<file path="src/rtl/i2c_master_ctrl.sv">
// I2C byte-level master: one command moves one byte with optional START/STOP.
// Ports: clk, rst_n, prescale, cmd_* (valid/ready command), rsp_* (result), busy, SCL/SDA pads.
module i2c_master_ctrl #(
    parameter int PRESCALE_W = 16
) (
    input  logic                  clk,
    input  logic                  rst_n,
    input  logic [PRESCALE_W-1:0] prescale,
    input  logic                  cmd_valid,
    output logic                  cmd_ready,
    input  logic                  cmd_start,
    input  logic                  cmd_read,
    input  logic                  cmd_stop,
    input  logic                  cmd_nack,
    input  logic [7:0]            cmd_data,
    output logic                  rsp_valid,
    output logic [7:0]            rsp_data,
    output logic                  rsp_nack,
    output logic                  busy,
    input  logic                  scl_i,
    input  logic                  sda_i,
    output logic                  scl_o,
    output logic                  scl_t,
    output logic                  sda_o,
    output logic                  sda_t
);

    typedef enum logic [2:0] {
        IDLE, START, ADDR_BIT, ACK, STOP, HOLD
    } state_t;

    state_t state, state_nx;

    logic [PRESCALE_W-1:0] qcnt, presc_r;
    logic [1:0] phase;
    logic [2:0] bitcnt;
    logic [7:0] shreg, data_r;
    logic rd_r, stop_r, nack_r, rep_r, samp_r;
    logic scl_rel, sda_rel;
    logic accept, stall, tick, last_q;

    assign accept = cmd_valid && cmd_ready;
    // A released SCL that is still low is a slave stretching the clock.
    assign stall  = scl_rel && !scl_i;
    assign tick   = (qcnt == presc_r) && !stall;
    assign last_q = tick && (phase == 2'd3);

    always_ff @(posedge clk or negedge rst_n) begin
        if (!rst_n) begin
            state     <= IDLE;
            cmd_ready <= 1'b0;
        end else begin
            state     <= state_nx;
            cmd_ready <= (state_nx == IDLE) || (state_nx == HOLD);
        end
    end

    always_comb begin
        state_nx = state;
        scl_rel  = 1'b1;
        sda_rel  = 1'b1;
        unique case (state)
            IDLE: begin
                if (accept && cmd_start) state_nx = START;
            end
            START: begin
                // Repeated START begins with SCL still low from HOLD.
                scl_rel = (phase == 2'd0) ? !rep_r : (phase != 2'd3);
                sda_rel = (phase < 2'd2);
                if (last_q) state_nx = ADDR_BIT;
            end
            ADDR_BIT: begin
                scl_rel = (phase == 2'd1) || (phase == 2'd2);
                sda_rel = rd_r || shreg[7];
                if (last_q && bitcnt == 3'd0) state_nx = ACK;
            end
            ACK: begin
                scl_rel = (phase == 2'd1) || (phase == 2'd2);
                sda_rel = rd_r ? nack_r : 1'b1;
                if (last_q) state_nx = stop_r ? STOP : HOLD;
            end
            STOP: begin
                scl_rel = (phase != 2'd0);
                sda_rel = (phase >= 2'd2);
                if (last_q) state_nx = IDLE;
            end
            HOLD: begin
                scl_rel = 1'b0;
                if (accept) state_nx = cmd_start ? START : ADDR_BIT;
            end
            default: state_nx = IDLE;
        endcase
    end

    always_ff @(posedge clk or negedge rst_n) begin
        if (!rst_n) begin
            qcnt      <= '0;
            presc_r   <= '0;
            phase     <= 2'd0;
            bitcnt    <= 3'd0;
            shreg     <= 8'd0;
            data_r    <= 8'd0;
            rd_r      <= 1'b0;
            stop_r    <= 1'b0;
            nack_r    <= 1'b0;
            rep_r     <= 1'b0;
            samp_r    <= 1'b0;
            rsp_valid <= 1'b0;
            rsp_data  <= 8'd0;
            rsp_nack  <= 1'b0;
        end else begin
            rsp_valid <= 1'b0;
            if (accept) begin
                rd_r   <= cmd_read;
                stop_r <= cmd_stop;
                nack_r <= cmd_nack;
                data_r <= cmd_data;
                shreg  <= cmd_data;
                qcnt   <= '0;
                phase  <= 2'd0;
                bitcnt <= 3'd7;
                rep_r  <= (state == HOLD);
                if (state == IDLE && cmd_start) presc_r <= prescale;
                // No START from IDLE: nothing to address, reject at once.
                if (state == IDLE && !cmd_start) begin
                    rsp_valid <= 1'b1;
                    rsp_nack  <= 1'b1;
                end
            end else if (state != IDLE && state != HOLD) begin
                if (!tick) begin
                    qcnt <= stall ? '0 : qcnt + 1'b1;
                end else begin
                    qcnt  <= '0;
                    phase <= phase + 2'd1;
                    if (state == ADDR_BIT && phase == 2'd2 && rd_r)
                        shreg <= {shreg[6:0], sda_i};
                    if (state == ADDR_BIT && phase == 2'd3) begin
                        if (!rd_r) shreg <= {shreg[6:0], 1'b0};
                        if (bitcnt != 3'd0) bitcnt <= bitcnt - 3'd1;
                    end
                    if (state == ACK && phase == 2'd2)
                        samp_r <= sda_i;
                    if (state == ACK && phase == 2'd3) begin
                        rsp_valid <= 1'b1;
                        rsp_data  <= rd_r ? shreg : data_r;
                        rsp_nack  <= !rd_r && samp_r;
                    end
                end
            end
        end
    end

    // Open-drain pads: _o mirrors _t so it is low whenever the line is driven.
    assign scl_t = scl_rel;
    assign sda_t = sda_rel;
    assign scl_o = scl_rel;
    assign sda_o = sda_rel;
    assign busy  = (state != IDLE);

endmodule

</file>
<file path="config.mk">
export PLATFORM = sky130hd
export DESIGN_NAME = i2c_master_ctrl
export DESIGN_NICKNAME = d
export VERILOG_FILES = /design/src/rtl/i2c_master_ctrl.sv
export SDC_FILE = /design/constraint.sdc
export NUM_CORES = 1
export LEC_CHECK = 0
export CAP_MARGIN = 20
export CORE_UTILIZATION = 59
export CTS_BUF_LIST = sky130_fd_sc_hd__clkbuf_8 sky130_fd_sc_hd__clkbuf_16
export DETAILED_ROUTE_END_ITERATION = 10
export HOLD_SLACK_MARGIN = 0.05
export PLACE_DENSITY_LB_ADDON = 0.08
export SYNTH_ARGS = -nofsm -noshare
export SYNTH_HDL_FRONTEND = slang
export SYNTH_SLANG_ARGS = --single-unit
</file>
<file path="constraint.sdc">
create_clock -name clk -period 6.2 [get_ports clk]
set_input_delay 1.24 -clock clk [delete_from_list [all_inputs] [get_ports clk]]
set_output_delay 1.24 -clock clk [all_outputs]
set_load 0.02 [all_outputs]
</file>
==> tab_implementation.tex <==
\begin{tabular}{lr}
\hline
Metric & Value \\
\hline
\multicolumn{2}{l}{\textbf{GRT}} \\
Overall overflow remaining after global route & 0 \\
Largest net degree at the start of global routing & between 70 and 80 \\
Vias in the first global route & 2702 \\
Total routing usage reported by global routing & 0.264 \\
Antenna violations before repair & 0 \\
Global-route wire length before repair & 12800 microns \\
\multicolumn{2}{l}{\textbf{Synth}} \\
Synthesized area & 0.00368 sq mm \\
Primary flip-flop cell chosen by synthesis mapping & sky130\_fd\_sc\_hd\_\_dfrtp\_1 \\
Sequential fraction of the synthesis area & 0.489 \\
Mean cell area of the mapped netlist & 9.87 sq um \\
Warnings from Yosys & 0 \\
Seq cells post-synth & 72 \\
Net count of the mapped netlist & 412 \\
Proportion of synthesized flip-flops having asynchronous set or reset & 1.00 \\
Number of flops mapped to enable cells by yosys & 0 \\
Number of unique standard cell types used by synthesis & 47 \\
Mapped Cells & 373 \\
\multicolumn{2}{l}{\textbf{Run}} \\
Max cap viols & 0 \\
\multicolumn{2}{l}{\textbf{CTS}} \\
Post-CTS setup repair buffer count & 0 \\
Clk\_lat worst skew & $\sim$0.36 ns \\
Count of hold buffers inserted by post-cts repair & 0 \\
TritonCTS buffer count & 9 \\
Clock root buffer & sky130\_fd\_sc\_hd\_\_clkbuf\_8 \\
Post-CTS sizing & 0 \\
\# H-tree levels & 3 \\
TritonCTS clock tree & done \\
CTS sink count & 72 \\
Maximum count of clock buffers along a single path & 2 \\
Clock-pin transition on the worst setup and hold timing paths & 0.08 ns \\
\multicolumn{2}{l}{\textbf{Timing}} \\
Slew margin rel. & 0.390 \\
Time the final worst path needs with I/O delays and setup & 3.76 ns \\
Setup repair after global routing missed its margin & false \\
Number of pins exceeding their max-slew limit in the final report & 0 \\
Clk\_skew & 0.0102 ns \\
Part of the cycle the worst path needs & 0.607 \\
Final setup TNS & 0 ns \\
Fin. Hold Viols & 0 \\
Setup violators final & 0 \\
Slew at the pin closest to its max-slew limit & 0.916 ns \\
Achievable clock frequency & 266 MHz \\
\multicolumn{2}{l}{\textbf{Critical path}} \\
Largest fanout of any net on the critical path & 6 \\
Critical path, cell by cell & inv\_1, ha\_1, mux2\_2, o21ai\_1, and2\_1, clkdlybuf4s50\_1 \\
Critical path's largest stage delay & 0.60 ns \\
Required time worst endpoint & 4.96 ns \\
Setup CP Type & flop to output pin \\
Critical Path Source Type & flop \\
Crit path max-delay cell type & sky130\_fd\_sc\_hd\_\_clkdlybuf4s50\_1 \\
Arrival time at the worst endpoint & 2.52 ns \\
Sum of buffers and inverters on the critical path & 2 \\
Crit. End Element & output pin \\
Gate family responsible for the most delay along the worst path & buffers and inverters \\
\multicolumn{2}{l}{\textbf{Routing}} \\
Number of design rule violations left after detail routing & 0 \\
Vias after detailed routing & about 2900 \\
Iteration count of the initial detailed-routing pass & 4 \\
DRT iter0 DRCs & 208 \\
Via density per instance & 5.76 \\
Post-route ant nets & 0 \\
Final routed wire length divided by cell count & $\sim$15 microns \\
Total wire length & 7550 microns \\
\multicolumn{2}{l}{\textbf{Floorplanning}} \\
Initial core utilization & 0.618 \\
Total core area & roughly 0.0060 sq mm \\
Die outline height & slightly above 80 microns \\
Number of core rows & 28 \\
Die area & 0.00656 sq mm \\
Horizontal extent of the die & 81 microns \\
Num ports & 49 \\
\multicolumn{2}{l}{\textbf{Layout}} \\
Number of antenna diodes & 0 \\
Nets@finish & 456 \\
Area growth syn-to-layout & 18.9\% \\
Fin area & 0.00438 sq mm \\
Share of post-route cells with drive strength above 1 & 0.114 \\
\multicolumn{2}{l}{\textbf{Power}} \\
Maximum VDD drop & 222 uV \\
Pleak & 2.06 nW \\
Power density over the cells & 352 mW/mm\^{}2 \\
Power Total & 1.54 mW \\
\multicolumn{2}{l}{\textbf{Placement}} \\
Routability congestion estimate & 0.821 \\
Standard cell area after detailed placement & 0.00418 sq mm \\
Input/output buffers & 48 \\
Dpl hpwl & a little over 5000 microns \\
\multicolumn{2}{l}{\textbf{Status}} \\
Run status & finished clean \\
\multicolumn{2}{l}{\textbf{Worst hold path}} \\
Class of the most critical hold timing path & flop to flop \\
\hline
\end{tabular}
[report_power, final]
part | switching (mW) | total [mW] | internal (mW) | leakage, nW
sequential | 0.115 | 0.703 | 0.588 | 0.928
clock | 0.186 | 0.372 | 0.186 | 0.0994
combinational | 0.243 | 0.467 | 0.223 | 1.03
[stage by stage]
stage | worst slack (ns) | util | hold WS (ns) | cells
2_1_floorplan | 3.28 | - | 0.444 | 373
3_3_place_gp | 2.48 | 0.702 | 0.456 | 481
3_5_place_dp | 2.33 | 0.702 | 0.461 | 481
4_1_cts | 2.43 | 0.735 | 0.480 | 497
5_1_grt | 2.29 | 0.735 | 0.494 | 497
6_report | 2.44 | 0.735 | 0.478 | 497
[flip-flops by register name (all words and copies together) (netlist names), 2 cells and up]
register,cells
bitcnt,3
shreg,8
qcnt,16
state,3
phase,2
rsp_data,8
presc_r,16
data_r,8
[kinds of logic after synthesis]
family / after synthesis / synth area share
and+or+nand+nor: 150 / 0.200
DFF: 72 / 0.489
AOI/OAI and AO/OA: 67 / 0.118
muxes: 28 / 0.0822
xor gates and xnor gates: 26 / 0.0618
buffers and inverters: 24 / 0.0289
adders and majority gates: 6 / 0.0204
[layout make-up]
| class | instances | area (sq um) |
|---|---|---|
| inverters | 8 | 30.0 |
| flip-flops and latches | 72 | 1800 |
| clock buffers | 9 | 124 |
| clock inverters | 7 | 70.1 |
| fillers | 460 | 1580 |
| multi-input cells | 277 | 1770 |
| repair buffers | 49 | 483 |
| well taps | 75 | 93.8 |
[synth_stat cells, drive strengths merged, types with 3 or more instances]
cell type	n	area, sq um
nor2	29	109
mux2i	10	100
nand2	71	269
and4	3	28.8
nand3	8	40.0
buf	9	50.1
a21boi	8	63.8
xor2	20	175
nor4	4	50.1
xnor2	6	52.6
a31oi	3	25.0
nand2b	3	18.8
mux2	18	203
nand4	5	31.3
inv	8	30.0
clkbuf	7	26.3
a21o	9	67.6
and3	5	31.3
nor2b	5	31.3
and2	3	18.8
dfrtp	72	1800
ha	6	75.1
or3	3	18.8
nor3b	3	33.8
a21oi	12	63.8
o21ai	26	130
[worst paths after layout]
check                            start     endpoint  slack, ns  cells after the start
setup / recovery              phase[1]        scl_o       2.44                      6
hold / removal             rsp_data[7]  rsp_data[7]       0.48                      1
setup reg to reg              phase[1]     rsp_nack       3.46                      8
hold reg to reg            rsp_data[7]  rsp_data[7]       0.48                      1
max in group asynchronous        rst_n  rsp_data[7]       4.55                      2
min in group asynchronous        rst_n      qcnt[2]       1.09                      2
[layer usage]
| layer | up-vias | routed length, microns | part of all wire | global-route usage |
|---|---|---|---|---|
| li1 | 1364 | - | - | - |
| met1 | 1419 | 3490 | 0.46 | 0.351 |
| met2 | 73 | 3600 | 0.48 | 0.417 |
| met3 | 9 | 361 | 0.048 | 0.0775 |
| met4 | 0 | 102 | 0.014 | 0.0786 |
| met5 | - | 0 | 0 | 0 |
[cell usage in the layout, fill, tap and decap left out, drive strengths merged, types with 2 or more instances in the layout]
master          n
and3            5
or3             3
or2             2
ha              6
nor3            2
nand2b          3
nand3           8
nand2          71
nor2           29
mux2i          10
a21boi          8
dfrtp          72
clkinv          4
clkdlybuf4s50  47
a21oi          12
a211oi          2
inv             9
a31oi           3
nor4            4
mux2           18
nor2b           5
nand4           5
clkbuf          9
a21o            9
nor3b           3
xor2           20
a211o           2
o31ai           2
buf             2
o21ai          26
and2            3
xnor2           6
and4            3
Note: power is estimated with default switching activity, not from simulation.
